`config.mk`:
```
export PLATFORM = sky130hd
export DESIGN_NAME = seg_scan_ctrl_flat
export DESIGN_NICKNAME = d
export VERILOG_FILES = /design/src/rtl/seg_pkg.sv /design/src/rtl/seg_scan_ctrl_if.sv /design/src/rtl/scan_tick_gen.sv /design/src/rtl/seg_scan_ctrl.sv /design/src/flat_wrapper.sv
export SDC_FILE = /design/constraint.sdc
export NUM_CORES = 1
export LEC_CHECK = 0
export CORE_AREA = 3 3 98 100
export DETAILED_ROUTE_END_ITERATION = 6
export DIE_AREA = 0 0 101 103
export HOLD_SLACK_MARGIN = 0.05
export PLACE_DENSITY_LB_ADDON = 0.12
export SLEW_MARGIN = 20
export SYNTH_ARGS = -nofsm -noshare
export SYNTH_HDL_FRONTEND = slang
export SYNTH_SLANG_ARGS = --single-unit
```
`constraint.sdc`:
```
create_clock -name clk -period 6.7 [get_ports clk]
set_input_delay 0.67 -clock clk [delete_from_list [all_inputs] [get_ports clk]]
set_output_delay 0.67 -clock clk [all_outputs]
set_load 0.01 [all_outputs]
```
`src/rtl/seg_pkg.sv`:
```
// Shared constants, types and helpers for the seven-segment scan controller.
package seg_pkg;

    localparam int         NUM_DIGITS = 4;
    localparam logic [3:0] AN_OFF     = 4'b1111;
    localparam logic [3:0] BCD_MAX    = 4'd9;

    typedef logic [1:0] digit_idx_t;

    // True when digit i and every more significant digit of v are zero.
    function automatic logic upper_zero(input logic [4*NUM_DIGITS-1:0] v,
                                        input digit_idx_t              i);
        logic z;
        z = 1'b1;
        for (int k = 0; k < NUM_DIGITS; k++) begin
            if (k >= int'(i) && v[4*k +: 4] != 4'd0) begin
                z = 1'b0;
            end
        end
        return z;
    endfunction

endpackage

```
`src/rtl/seg_scan_ctrl_if.sv`:
```
// Load handshake and display-side signals of the scan controller.
interface seg_scan_ctrl_if;
    import seg_pkg::*;

    logic                    load;
    logic [4*NUM_DIGITS-1:0] din;
    logic [NUM_DIGITS-1:0]   dp_in;
    logic                    lz_en;
    logic [3:0]              dig_bcd;
    logic [NUM_DIGITS-1:0]   an;
    logic                    dp;
    logic                    load_ack;
    logic                    frame_done;

    modport master (
        output load, din, dp_in, lz_en,
        input  dig_bcd, an, dp, load_ack, frame_done
    );

    modport slave (
        input  load, din, dp_in, lz_en,
        output dig_bcd, an, dp, load_ack, frame_done
    );

endinterface

```
`src/rtl/scan_tick_gen.sv`:
```
// Digit-slot timer: counts REFRESH_DIV cycles per slot and flags the
// leading guard window during which all anodes stay off.
module scan_tick_gen #(
    parameter  int REFRESH_DIV = 100000,
    parameter  int GUARD       = 4,
    localparam int CW          = $clog2(REFRESH_DIV)
) (
    input  logic          clk,
    input  logic          rst,
    output logic          slot_end,
    output logic          guard_active,
    output logic [CW-1:0] cnt
);

    localparam logic [CW-1:0] LAST    = CW'(REFRESH_DIV - 1);
    localparam logic [CW-1:0] GUARD_W = CW'(GUARD);

    assign slot_end     = (cnt == LAST);
    assign guard_active = (cnt < GUARD_W);

    // Free-running slot counter, wraps to zero after the last slot cycle.
    always_ff @(posedge clk or posedge rst) begin
        if (rst) begin
            cnt <= '0;
        end else if (slot_end) begin
            cnt <= '0;
        end else begin
            cnt <= cnt + CW'(1);
        end
    end

endmodule

```
`src/rtl/seg_scan_ctrl.sv`:
```
// Four-digit common-anode scan controller. Holds a committed BCD value,
// steps the digit index each slot and drives one shared decoder nibble
// plus active-low anode and decimal point. Loads are shadowed and only
// committed at the frame boundary so a frame never mixes old and new digits.
module seg_scan_ctrl
    import seg_pkg::*;
#(
    parameter int REFRESH_DIV = 100000,
    parameter int GUARD       = 4
) (
    input  logic           clk,
    input  logic           rst,
    seg_scan_ctrl_if.slave bus
);

    localparam int            CW         = $clog2(REFRESH_DIV);
    localparam logic          GUARD_ON   = (GUARD > 0);
    localparam logic [CW-1:0] GUARD_LAST = CW'((GUARD > 0) ? GUARD - 1 : 0);
    localparam digit_idx_t    LAST_IDX   = digit_idx_t'(NUM_DIGITS - 1);

    logic          slot_end;
    logic          guard_active;
    logic [CW-1:0] cnt;

    scan_tick_gen #(
        .REFRESH_DIV (REFRESH_DIV),
        .GUARD       (GUARD)
    ) u_tick (
        .clk          (clk),
        .rst          (rst),
        .slot_end     (slot_end),
        .guard_active (guard_active),
        .cnt          (cnt)
    );

    digit_idx_t              idx;
    logic [4*NUM_DIGITS-1:0] active;
    logic [NUM_DIGITS-1:0]   act_dp;
    logic [4*NUM_DIGITS-1:0] pend;
    logic [NUM_DIGITS-1:0]   pend_dp;
    logic                    pend_v;

    logic [NUM_DIGITS-1:0]   an_q;
    logic [3:0]              dig_q;
    logic                    dp_q;
    logic                    ack_q;
    logic                    fd_q;

    logic                    guard_end;
    logic                    frame_end;
    logic                    commit;
    logic                    upd;
    logic                    guard_nx;
    logic                    blank_nx;
    logic                    lit_nx;
    digit_idx_t              idx_nx;
    logic [3:0]              nib_nx;
    logic [4*NUM_DIGITS-1:0] active_nx;
    logic [NUM_DIGITS-1:0]   act_dp_nx;

    // Next-state view: outputs are computed from where idx/cnt/active will
    // be after this edge, so they line up with the slot they describe.
    always_comb begin
        guard_end = GUARD_ON && (cnt == GUARD_LAST);
        frame_end = slot_end && (idx == LAST_IDX);
        commit    = frame_end && (pend_v || bus.load);
        active_nx = active;
        act_dp_nx = act_dp;
        if (commit) begin
            active_nx = bus.load ? bus.din   : pend;
            act_dp_nx = bus.load ? bus.dp_in : pend_dp;
        end
        idx_nx   = slot_end ? idx + digit_idx_t'(1) : idx;
        guard_nx = slot_end ? GUARD_ON : (guard_active && !guard_end);
        upd      = slot_end || guard_end;
        nib_nx   = active_nx[{idx_nx, 2'b00} +: 4];
        blank_nx = (nib_nx > BCD_MAX) ||
                   (bus.lz_en && (idx_nx != '0) && upper_zero(active_nx, idx_nx));
        lit_nx   = !guard_nx && !blank_nx;
    end

    // Digit index, committed/shadow value and registered display outputs.
    always_ff @(posedge clk or posedge rst) begin
        if (rst) begin
            idx     <= '0;
            active  <= '0;
            act_dp  <= '0;
            pend    <= '0;
            pend_dp <= '0;
            pend_v  <= 1'b0;
            an_q    <= AN_OFF;
            dig_q   <= '0;
            dp_q    <= 1'b1;
            ack_q   <= 1'b0;
            fd_q    <= 1'b0;
        end else begin
            idx    <= idx_nx;
            active <= active_nx;
            act_dp <= act_dp_nx;
            if (commit) begin
                pend_v <= 1'b0;
            end else if (bus.load) begin
                pend    <= bus.din;
                pend_dp <= bus.dp_in;
                pend_v  <= 1'b1;
            end
            ack_q <= commit;
            fd_q  <= frame_end;
            // Display only moves at slot wrap and at guard release, so
            // lz_en changes land at the next of those edges.
            if (upd) begin
                an_q  <= lit_nx ? ~(4'b0001 << idx_nx) : AN_OFF;
                dp_q  <= lit_nx ? ~act_dp_nx[idx_nx] : 1'b1;
                dig_q <= nib_nx;
            end
        end
    end

    assign bus.an         = an_q;
    assign bus.dig_bcd    = dig_q;
    assign bus.dp         = dp_q;
    assign bus.load_ack   = ack_q;
    assign bus.frame_done = fd_q;

endmodule

```
`src/flat_wrapper.sv`:
```
// flat-port wrapper written by rule: the top's interface ports become plain ports
module seg_scan_ctrl_flat import seg_pkg::*;
#(
    parameter int REFRESH_DIV = 100000,
    parameter int GUARD       = 4
)
  (clk, rst, bus_load, bus_din, bus_dp_in, bus_lz_en, bus_dig_bcd, bus_an, bus_dp, bus_load_ack, bus_frame_done);
  seg_scan_ctrl_if bus_i ();
  input  logic clk;
  input  logic rst;
  input wire logic [$bits(bus_i.load)-1:0] bus_load;
  input wire logic [$bits(bus_i.din)-1:0] bus_din;
  input wire logic [$bits(bus_i.dp_in)-1:0] bus_dp_in;
  input wire logic [$bits(bus_i.lz_en)-1:0] bus_lz_en;
  output wire logic [$bits(bus_i.dig_bcd)-1:0] bus_dig_bcd;
  output wire logic [$bits(bus_i.an)-1:0] bus_an;
  output wire logic [$bits(bus_i.dp)-1:0] bus_dp;
  output wire logic [$bits(bus_i.load_ack)-1:0] bus_load_ack;
  output wire logic [$bits(bus_i.frame_done)-1:0] bus_frame_done;
  assign bus_i.load = bus_load;
  assign bus_i.din = bus_din;
  assign bus_i.dp_in = bus_dp_in;
  assign bus_i.lz_en = bus_lz_en;
  assign bus_dig_bcd = bus_i.dig_bcd;
  assign bus_an = bus_i.an;
  assign bus_dp = bus_i.dp;
  assign bus_load_ack = bus_i.load_ack;
  assign bus_frame_done = bus_i.frame_done;
  seg_scan_ctrl #(.REFRESH_DIV(REFRESH_DIV), .GUARD(GUARD)) u_core (.clk(clk), .rst(rst), .bus(bus_i));
endmodule
```
* Word level (Yosys, flattened, before mapping)
Index checks and enable logic that the tools add are counted.
** Storage, ports and cells
- Flip-flop bits (word level) :: 71
- Output and inout bits :: 11
- Logic and storage cells :: 65
- Input bits :: 24
** Cells by class
- Equality and inequality tests :: 3
- Multiplexer cells :: 17
- Shifts and indexed selects :: 2
- Add/subtract/negate cells :: 2
- Bitwise operators :: 2
- $lt $le $gt $ge :: 6
- Reduce and logical (&&, ||, !) cells :: 21
** Operator list (count)
- 2-to-1 mux 16 bit :: 2
- adder 17 x 1 -> 17 bit (second input constant) :: 1
- == test 17 bit (second input constant) :: 1
- == test 17 x 2 -> 1 bit (second input constant) :: 1
- less-than comparator 17 x 3 -> 1 bit (second input constant) :: 1
- 2-to-1 mux 17 bit :: 1
- nonzero test 4 bit :: 4
- indexed part select 16 x 5 -> 4 bit :: 1
- 2-to-1 mux 4 bit :: 3
- logical AND 1 bit :: 9
- 2-to-1 mux 1 bit :: 9
- >= comparator 1 x 2 -> 1 bit (first input constant) :: 2
- greater-than comparator 4 bit (second input constant) :: 1
- inverter 4 bit :: 1
- nonzero test 2 bit :: 2
- << shifter 1 x 2 -> 4 bit (first input constant) :: 1
- zero test 1 bit :: 3
- logical OR 1 bit :: 3
- less-than comparator 2 x 3 -> 1 bit (second input constant) :: 1
- adder 2 x 1 -> 2 bit (second input constant) :: 1
- binary-select mux 1 bit (select 2 bit) :: 1
- == test 2 bit (second input constant) :: 1
- >= comparator 2 bit (first input constant) :: 1
- 2-to-1 mux 2 bit :: 1
- inverter 1 bit :: 1

* Logic depth before layout (Yosys ltp)
Gate-level depths: netlist of the first run.
- Depth after elaboration :: 15
- Gate-level depth with buffers :: 13
- Gate-level depth less buffers :: 10

* Hierarchy
A second synthesis of the first run with hierarchy kept.
** Second synthesis, totals
- Cells, all modules :: 299
- Area, all modules :: 3470.8 um^2
** By module, submodules not included
- seg_scan_ctrl :: seq. area each 1357.6 um^2, cells each 221, area an instance 2637.5 um^2, times used 1
- scan_tick_gen :: seq. area each 425.4 um^2, cells each 78, area an instance 833.3 um^2, times used 1

* Least setup slack after synthesis of the first run
OpenSTA, ideal clock, no wires.
- Kind :: register -> register
- Start point :: register u_core.u_tick.cnt[0]
- End point :: register u_core.an_q[1] (netlist: u_core.bus.an[1])
- Clock period less this slack :: 2.754 ns
- Stages on the path, launching flop included :: 14
- Arrival :: 2.663 ns
- Buffers on the path :: 3
- Path slack :: 3.946 ns
- Setup time :: 0.092 ns
- Required time :: 6.608 ns
- Path through :: dfrtp_1 -> ha_1 -> and4_1 -> buf_4 -> and4_1 -> buf_6 -> mux2i_4 -> clkinv_2 -> buf_12 -> mux2i_1 -> mux2_2 -> o21a_4 -> nor3_2 -> a31oi_1
** Between the ends
- Elaborated cells on any way between the ends :: 37
- Classes of those cells :: order compare: 5; eq/ne: 2; shift: 2; mux: 8; bitwise: 1; reduce/logical: 19
** RTL lines
- start, declared :: line scan_tick_gen.sv:12 : output logic [CW-1:0] cnt
- start signal, assigned :: line scan_tick_gen.sv:28 : cnt <= cnt + CW'(1);
- == test 17 bit (*) :: line scan_tick_gen.sv:18 : assign slot_end = (cnt == LAST);
- 2-to-1 mux 2 bit (*) :: line seg_scan_ctrl.sv:73 : idx_nx = slot_end ? idx + digit_idx_t'(1) : idx;
- via u_core.idx_nx[1] :: line seg_scan_ctrl.sv:56 : digit_idx_t idx_nx;
- branches (longest 10 deep; another with greater-than comparator 4 bit)
- 2-to-1 mux 4 bit (*) :: line seg_scan_ctrl.sv:112 : an_q <= lit_nx ? ~(4'b0001 << idx_nx) : AN_OFF;
- end signal, assigned :: line seg_scan_ctrl.sv:112
- end, declared :: line seg_scan_ctrl.sv:43 : logic [NUM_DIGITS-1:0] an_q;
Mark *: on every way through the listed nets, which the timed path passes.
A chain may end at the register's enable or synchronous reset.

* Worst setup path after layout of the first run
- Start point :: input bus_load
- End point :: register u_core.an_q[1] (netlist: u_core.bus.an[1])
** Between the ends
- Cells in the longest elaborated chain, start to end :: 14
- Elaborated cells on any way between the ends :: 22
- Classes of those cells :: order compare: 1; shift: 1; mux: 7; reduce/logical: 13
** RTL lines
- start, declared :: line flat_wrapper.sv:11 : input wire logic [$bits(bus_i.load)-1:0] bus_load;
- logical OR 1 bit :: line seg_scan_ctrl.sv:66 : commit = frame_end && (pend_v || bus.load);
- logical AND 1 bit :: line seg_scan_ctrl.sv:66
- 2-to-1 mux 16 bit (*) :: line seg_scan_ctrl.sv:69 : if (commit) begin
- branches (longest 7 deep; another with greater-than comparator 4 bit)
- logical OR 1 bit (*) :: line seg_scan_ctrl.sv:77 : blank_nx = (nib_nx > BCD_MAX) ||
- zero test 1 bit (*) :: line seg_scan_ctrl.sv:79 : lit_nx = !guard_nx && !blank_nx;
- logical AND 1 bit (*) :: line seg_scan_ctrl.sv:79
- 2-to-1 mux 4 bit (*) :: line seg_scan_ctrl.sv:112
Mark *: on every way between the ends.

==> results of run 1 <==
final cells by class:
cell class,instances,area [sq um],area share [%]
flip-flops and latches,71,1783,44.00
multi-input cells,194,1535,37.88
repair buffers,36,355.3,8.768
clock buffers,12,135.1,3.334
well taps,108,135.1,3.334
inverters,26,98.84,2.439
clock inverters,2,10.01,0.2470
worst paths after layout:
kind / startpoint / endpoint / slack [ns] / cells after the start
setup / recovery: bus_load / u_core.bus.an[1] / 3.13 / 10
hold / removal: u_core.u_tick.cnt[0] / u_core.u_tick.cnt[0] / 0.49 / 1
setup reg to reg: u_core.u_tick.cnt[0] / u_core.pend[6] / 3.20 / 6
hold reg to reg: u_core.u_tick.cnt[0] / u_core.u_tick.cnt[0] / 0.49 / 1
max in group asynchronous: rst / u_core.bus.dig_bcd[1] / 5.19 / 3
min in group asynchronous: rst / u_core.pend_dp[3] / 0.92 / 3
layer usage:
metal,vias to the layer above,GRT usage [%]
met5,-,0
met2,39,20.61
met1,1101,22.35
met4,0,6.442
met3,8,3.518
li1,1119,-
worst register-to-register path, cell delays in order, from the launching register on:
cell and delay [ns]:
dfrtp_1 0.39, ha_1 0.26, and4_1 0.34, and4_1 0.48, nand3b_1 0.58, nand2_1 0.90, mux2_2 0.42
cells in the final DEF (no fill, tap or decap), types with 3 or more instances in the layout:
cell type / instances
nor3_1: 4
xor2_1: 7
dfrtp_1: 66
clkinv_2: 3
nand3_1: 9
mux2i_1: 27
a21oi_1: 11
clkbuf_1: 3
clkdlybuf4s50_1: 34
and4_1: 3
o21ai_0: 11
xnor2_1: 5
mux2_1: 3
nand4_1: 6
nor2_1: 22
mux2_2: 36
clkbuf_8: 9
and3_1: 3
nand2_1: 13
or3_1: 4
inv_1: 24
dfstp_2: 5
Yosys cell counts (2+ instances only):
cell,n,area share (%)
mux2i_1,27,7.7
inv_1,25,2.7
and3_1,3,0.54
or2_2,2,0.36
nand2_1,13,1.4
nand4_1,6,1.1
and4_1,3,0.75
a31oi_1,2,0.36
xor2_1,7,1.7
nor2_1,22,2.4
nor3_2,2,0.57
a211oi_1,2,0.43
dfstp_2,5,3.7
and2_1,2,0.36
xnor2_1,5,1.2
buf_2,3,0.43
buf_6,3,0.96
ha_1,2,0.71
clkbuf_1,3,0.32
nor4b_1,2,0.50
nor3_1,4,0.57
mux2_2,36,12
a21oi_1,11,1.6
nand3_1,9,1.3
or3_1,4,0.71
mux2_1,3,0.96
o21ai_0,11,1.6
dfrtp_1,66,47
or4_1,2,0.43
cell families (layout without fill, tap and decap cells):
logic type / count (synthesis) / after routing / share of synthesized area, %
buffers and inverters: 38 / 76 / 5.420
AOI/OAI and AO/OA: 28 / 28 / 4.600
muxes: 67 / 67 / 20.86
xor gates and xnor gates: 13 / 13 / 3.459
and+or+nand+nor: 84 / 84 / 14.12
DFF: 71 / 71 / 50.82
adders and majority gates: 2 / 2 / 0.7132
stage by stage:
stage / util, % / instances / setup slack [ns] / hold slack [ns] / total power (W)
6_report: 46.25 / 449 / 3.127 / 0.4913 / 0.0007833
5_1_grt: 46.25 / 449 / 2.811 / 0.5223 / 0.0008218
4_1_cts: 46.25 / 449 / 3.075 / 0.5024 / 0.0007965
3_5_place_dp: 44.59 / 435 / 2.741 / 0.4892 / 0.0005136
3_3_place_gp: 44.59 / 435 / 2.863 / 0.4775 / 0.0005129
2_1_floorplan: - / 303 / 3.946 / 0.4472 / 0.0004880
state kept, by name, summed over array words and instances, names as in the netlist:
| register | count |
|---|---|
| u_core.bus.an | 4 |
| u_core.bus.frame_done | 1 |
| u_core.pend_v | 1 |
| u_core.active | 16 |
| u_core.bus.load_ack | 1 |
| u_core.act_dp | 4 |
| u_core.idx | 2 |
| u_core.bus.dp | 1 |
| u_core.pend | 16 |
| u_core.u_tick.cnt | 17 |
| u_core.bus.dig_bcd | 4 |
| u_core.pend_dp | 4 |
report_power, final:
group | internal (W) | total, W | switching [W]
logic | 0.0000317 | 0.0000567 | 0.0000250
clock network | 0.000130 | 0.000280 | 0.000150
registers | 0.000441 | 0.000447 | 0.00000634
==> results.txt, run 1 <==
Sequential elements use 50.82% of the synthesized area. The run gives 0.7460 as the global placer's final weighted congestion. After floorplanning, the core was divided into 34 placement rows. In the routed design, unresolved DRC markers number 0.

For this run, the total global-route usage over all layers was measured as 14.98%. The largest single stage delay on the critical path is 0.85 ns. The floorplan step defined a die boundary enclosing 10400 sq um. Number of antenna violations at the first check in global routing: 0. The average cell area after synthesis works out to 11.58 sq um. The highest routed metal layer is met4. Of the available clock period, the critical path in the final layout requires 53.34%. First-pass iteration count of the detailed router: 4. After synthesis the cells add up to 3508 sq um. The count of input and output buffers was 34; the leakage dissipation was 1.737 nW.

Setup repair after global routing left no endpoint under its margin. In this run the post-CTS setup repair buffer count came out at 0. The count of routing violations after the opening detailed-route iteration is 80, and the critical path buffer and inverter count is 2. The tree is rooted in a clkbuf_8. After routing the design area is 4053 sq um. The logs give 0 for the max-capacitance violation count and 3.82 ns for the critical path data arrival time. Among cell families on the critical path, the largest total delay comes from simple AND/OR/NAND/NOR gates. Once detailed placement completed, the half-perimeter wirelength came to 4800 microns. The path class of the tightest hold or removal check is reg -> reg.

The net count after synthesis was 329; the peak fanout along the critical path was 26. Cells with a size suffix above 1 make up 20.23% of the layout. The per-cell via count in the routed design is 5.049.

Entering global routing, the biggest net connects 72 pins. Across the VDD grid, the largest voltage drop is 0.08420 mV. The logs give 3 for the number of H-tree levels and 0 for the number of buffers added to fix hold violations after cts. Across the routed clock network, the largest skew measured is 0.01244 ns.

The number of nets in the layout is 364, and the I/O pin count is 35. The count of nets left with antenna violations after detail routing was 0. In the final routing, the length of wire on met1 measures 3687 microns. For the pin with the worst max-slew slack, the measured transition is 0.9182 ns. Counting flops with a built-in enable in the synthesized netlist gives 0. By startpoint and endpoint, the worst setup path is classified as in -> reg. 0 antenna diodes ended up in the layout. Counting distinct cell types in the post-synthesis netlist gives 47.

The vertical extent of the die is 103 microns, and the clock-pin slew reported for the worst setup and hold paths after clock tree synthesis is 0.07 ns. The sum of negative setup slack is 0 ns. TritonCTS built the clock tree.

The time the final worst path needs with I/O delays and setup was 3.573 ns; the number of global-route vias before repair was 2305. The fill cell instance count of the final layout is 820. The run gives 3908 sq um as the instance area at placement. Once the clock tree was built, the resizer swapped 0 gates to a different size.

The area growth from synthesis to layout is 15.51%. For the number of standard cells after synthesis, the log shows 303. Of all flip-flops after synthesis, the portion carrying an async set or reset was 100.0%. The run gives 0.34 ns as the clock latency on the worst-skew pair. The wire length reported by the detailed router is 6967 microns, and the power density normalized to cell area is 193.3 nW/um^2. The tools report the number of slew-limit violations in the final report as 0. In this run the tightest slew margin relative to its limit is 38.53%. The final-report setup violation count is 0, and the first-pass GRT wire length is 11910 microns. STA classifies the critical path endpoint as a flip-flop. Hold violation total from the final report: 0.

The worst setup path is launched from an input pin. The final route contains 2267 vias. The region available for standard cell placement spans 8763 sq um. For the worst setup path, the data required time is 6.94 ns. The routed design uses 2872 microns of met2 wire.

The logs give 40.03% for the starting utilization of the core area and 2 for the maximum count of clock buffers along a single path. The maximum operating frequency came out at 0.2798 GHz. The cell with the most instances on the worst path was mux2i_1. From left edge to right edge, the die measures 101 microns. Walking the worst path, the cells encountered are clkdlybuf4s50_1, buf_4, nor2_1, nor4b_4, mux2i_1, mux2i_1, mux2_2, o21a_4, nor3_2, a31oi_1.

Among all stages on the critical path, the largest delay is contributed by nor4b_4. Counting the buffers created by CTS gives 9. The run gives 0 as the aggregate global routing overflow.

The tools report the met3 routed wirelength as 303 microns. Prevailing post-synth register cell: dfrtp_1. The flow ran to the end, and the final reports show no timing, DRC or antenna violations. In this run, synthesis produced a sequential element count of 71.

For this design, the sink count on the clock tree is 71. The count of synthesis-stage warnings from yosys was 0; the routed length per placed instance was 15.52 microns.
Note: power is estimated with default switching activity, not from simulation.
==> run 2, diff against run 1 <==
==> constraint.sdc (replaced) <==
create_clock -name clk -period 3.1 [get_ports clk]
set_input_delay 0.31 -clock clk [delete_from_list [all_inputs] [get_ports clk]]
set_output_delay 0.31 -clock clk [all_outputs]
set_load 0.01 [all_outputs]
==> run 2 against run 1 <==
- global-route usage grew 0.70 points
- first-iteration DRC count shrank 14%
- critical path depth grew 1
- largest cell class unchanged
- highest routed layer unchanged
==> results.txt, run 2 (synthesized netlist as in run 1, its figures left out) <==
The flow ran to the end, and the final reports show no timing, DRC or antenna violations. The worst-margin pin slew is 0.6613 ns (-0.2569 ns), and the worst clock skew is 0.009279 ns (-0.003157 ns). The starting utilization of the core area came out at 40.03% (unchanged). The tools report the required arrival time at the worst endpoint as 3.38 ns (-3.56 ns). The core area was 8763 sq um (unchanged).

I/O pin count: 35 (unchanged). Relative to the synthesized area, the layout overhead comes to 19.97%. The number of cells on the worst reg-to-reg path was 11 (+5); the die area was 10400 sq um (unchanged).

The launch point of the critical path is u_core.u_tick.cnt[0]. The largest registers in the layout are u_core.u_tick.cnt: 17 flops, u_core.active: 16 flops, u_core.pend: 16 flops. For the multi-input combinational cell area, the log shows 1535 sq um (unchanged). The kind of critical path is reg -> reg. The tools report the fill cell instance count of the final layout as 839 (+2.3%).

The detailed placer's ending HPWL is 5395 microns (+12%). The path class of the tightest hold or removal check is in -> async. The filler-free cell count of the finished design is 463 (+3.1%). The worst register-to-register path ends at u_core.bus.an[3]. The tools report the final-report setup violation count as 0 (unchanged). The startpoint kind of the worst setup timing path was a flip-flop. Family with the most delay on the worst path: simple AND/OR/NAND/NOR gates. After layout, the minimum clock period comes to 2.847 ns. Ranked by flip-flop count, first place goes to u_core.u_tick.cnt.

The number of CTS-inserted buffers is 9 (unchanged), and the critical path buffer and inverter count is 2 (unchanged). The number of global-route vias before repair is 2450 (+6.3%), and the share of the clock period used by the worst path after layout is 91.85%. STA classifies the critical path endpoint as a flip-flop. For the number of slew-limit violations in the final report, the log shows 0 (unchanged).

The placed instance count was 447 (+2.8%); the peak fanout along the critical path was 6 (-77%). The final routed DRC violation total is 0 (unchanged), and the x dimension of the die is 101 microns (unchanged). The worst hold slack after final layout was 0.3786 ns (-0.1127 ns); the global placer's final weighted congestion was 0.7912 (+6.1%).

The slowest cell on the critical path is dfrtp_1. For the first-pass GRT wire length, the log shows 12560 microns (+5.4%). In the layout the commonest cells are dfrtp_1 (66), mux2_2 (36), clkdlybuf4s50_1 (34), mux2i_1 (27), inv_1 (24). TritonCTS built the clock tree. For the wire length reported by the detailed router, the log shows 7356 microns (+5.6%).

The run gives 0 (unchanged) as the max-capacitance violation count. The routed length per placed instance works out to 15.89 microns (+2.4%). The maximum count of clock buffers along a single path came out at 2 (unchanged). The critical path goes through ha_1, and4_1, and4_1, buf_4, nand3b_1, buf_4, a21oi_1, o2111ai_1, and2_1, nor4b_2, nor2_1. Setup repair after global routing left no endpoint under its margin.

The number of H-tree levels was 3 (unchanged). The number of antenna violations at the first check in global routing came out at 0 (unchanged). For the leakage dissipation, the log shows 1.820 nW (+4.8%).

The vertical extent of the die is 103 microns (unchanged), and the count of input and output buffers is 34 (unchanged). The count of nets left with antenna violations after detail routing is 0 (unchanged), and the area occupied by registers is 1783 sq um (unchanged). The clock latency on the worst-skew pair was 0.35 ns (about the same). For the number of antenna diodes, the log shows 0 (unchanged). The clock-pin slew reported for the worst setup and hold paths after clock tree synthesis was 0.08 ns (about the same). The site row count is 34 (unchanged). Total routing usage reported by global routing: 15.68% (+0.70 points). The worst reg-to-reg setup slack came out at 0.25 ns (-2.95 ns). CTS placed an instance of clkbuf_8 at the clock tree root. The tools report the peak ir drop on the vdd network as 0.2271 mV (+170%).

The aggregate global routing overflow came out at 0 (unchanged). The cell count along the critical path was 11 (+1). The sum of negative setup slack is 0 ns (unchanged), and the hold violation total from the final report is 0 (unchanged). The critical path data arrival time is 3.12 ns (-0.70 ns), and the share of cells above drive strength 1 is 24.23% (+4.0 points). The per-cell via count in the routed design came out at 5.102 (+1.0%). The beginning of the worst register-to-register path is u_core.u_tick.cnt[0]. The clock net sink count was 71 (unchanged); the maximum number of pins on one net before global-route repair was 32 (-56%). Number of flip-flops in the largest register: 17 (unchanged). The buffers inserted during post-CTS setup optimization came out at 0 (unchanged).

The maximum cell stage delay along the critical path is 0.40 ns (-0.45 ns). Static timing analysis puts the maximum clock frequency at 0.3512 GHz. The end point of the critical path is u_core.bus.an[3]. For the number of vias after detailed routing, the log shows 2362 (+4.2%). The first-pass iteration count of the detailed router was 4 (unchanged); the power density normalized to cell area was 434.6 nW/um^2 (+120%). Most common library cell in the layout ignoring fill and taps: dfrtp_1.

The count of routing violations after the opening detailed-route iteration is 69 (-14%), and the number of nets in the layout is 376 (+3.3%). The relative slew slack is 55.85% (+17 points).
==> run 2: cell count changes in the layout (fill, tap and decap cells not counted), sizes merged <==
cell      change
buf          +12
bufinv        +1
clkbuf        -2
clkinvlp      +2
inv           +1
==> run 2: area by class of cell <==
cell class / instances / area share (%)
clock buffers: 10 / 3.270
clock inverters: 6 / 1.427
inverters: 26 / 2.378
multi-input cells: 194 / 36.47
flip-flops and latches: 71 / 42.36
well taps: 108 / 3.210
repair buffers: 48 / 10.88
==> run 2: worst min-delay path by stage <==
stage	startpoint	endpoint	slack [ns]	cells past startpoint
CTS	rst	u_core.pend[10]	0.40	2
floorplan	u_core.act_dp[3]	u_core.act_dp[3]	0.45	2
global route	rst	u_core.bus.dig_bcd[0]	0.44	2
detailed placement	u_core.u_tick.cnt[0]	u_core.u_tick.cnt[0]	0.48	1
global placement	u_core.u_tick.cnt[0]	u_core.u_tick.cnt[0]	0.46	1
finish	rst	u_core.bus.dig_bcd[0]	0.38	2
==> run 2: per-stage QoR <==
stage	instance area [sq um]	setup WS (ns)	total power, W	util (%)
6_report	4209	0.2526	0.001829	48.03
5_1_grt	4209	0.003963	0.001902	48.03
4_1_cts	4208	0.2116	0.001858	48.02
3_5_place_dp	4010	0.2310	0.001115	45.76
3_3_place_gp	4010	0.2474	0.001112	45.76
2_1_floorplan	3508	0.3457	0.001055	-
==> run 2: what timing repair did <==
action	CTS	global route
resized for setup	0	1
hold buffers	0	0
endpoints found under the setup margin	0	1
==> run 2: power by group <==
part           leakage (nW)  total [W]  switching [W]  internal (W)
registers             0.857   0.000966      0.0000136      0.000952
logic                 0.864   0.000127      0.0000557     0.0000715
clock network        0.0981   0.000736       0.000347      0.000389
==> run 2: layer usage <==
metal	routed length (microns)	part of all wire (%)	GRT usage [%]
met5	0	0	0
met4	121	1.6	6.442
met3	264	3.6	2.909
met2	3195	43	22.89
met1	3774	51	22.94
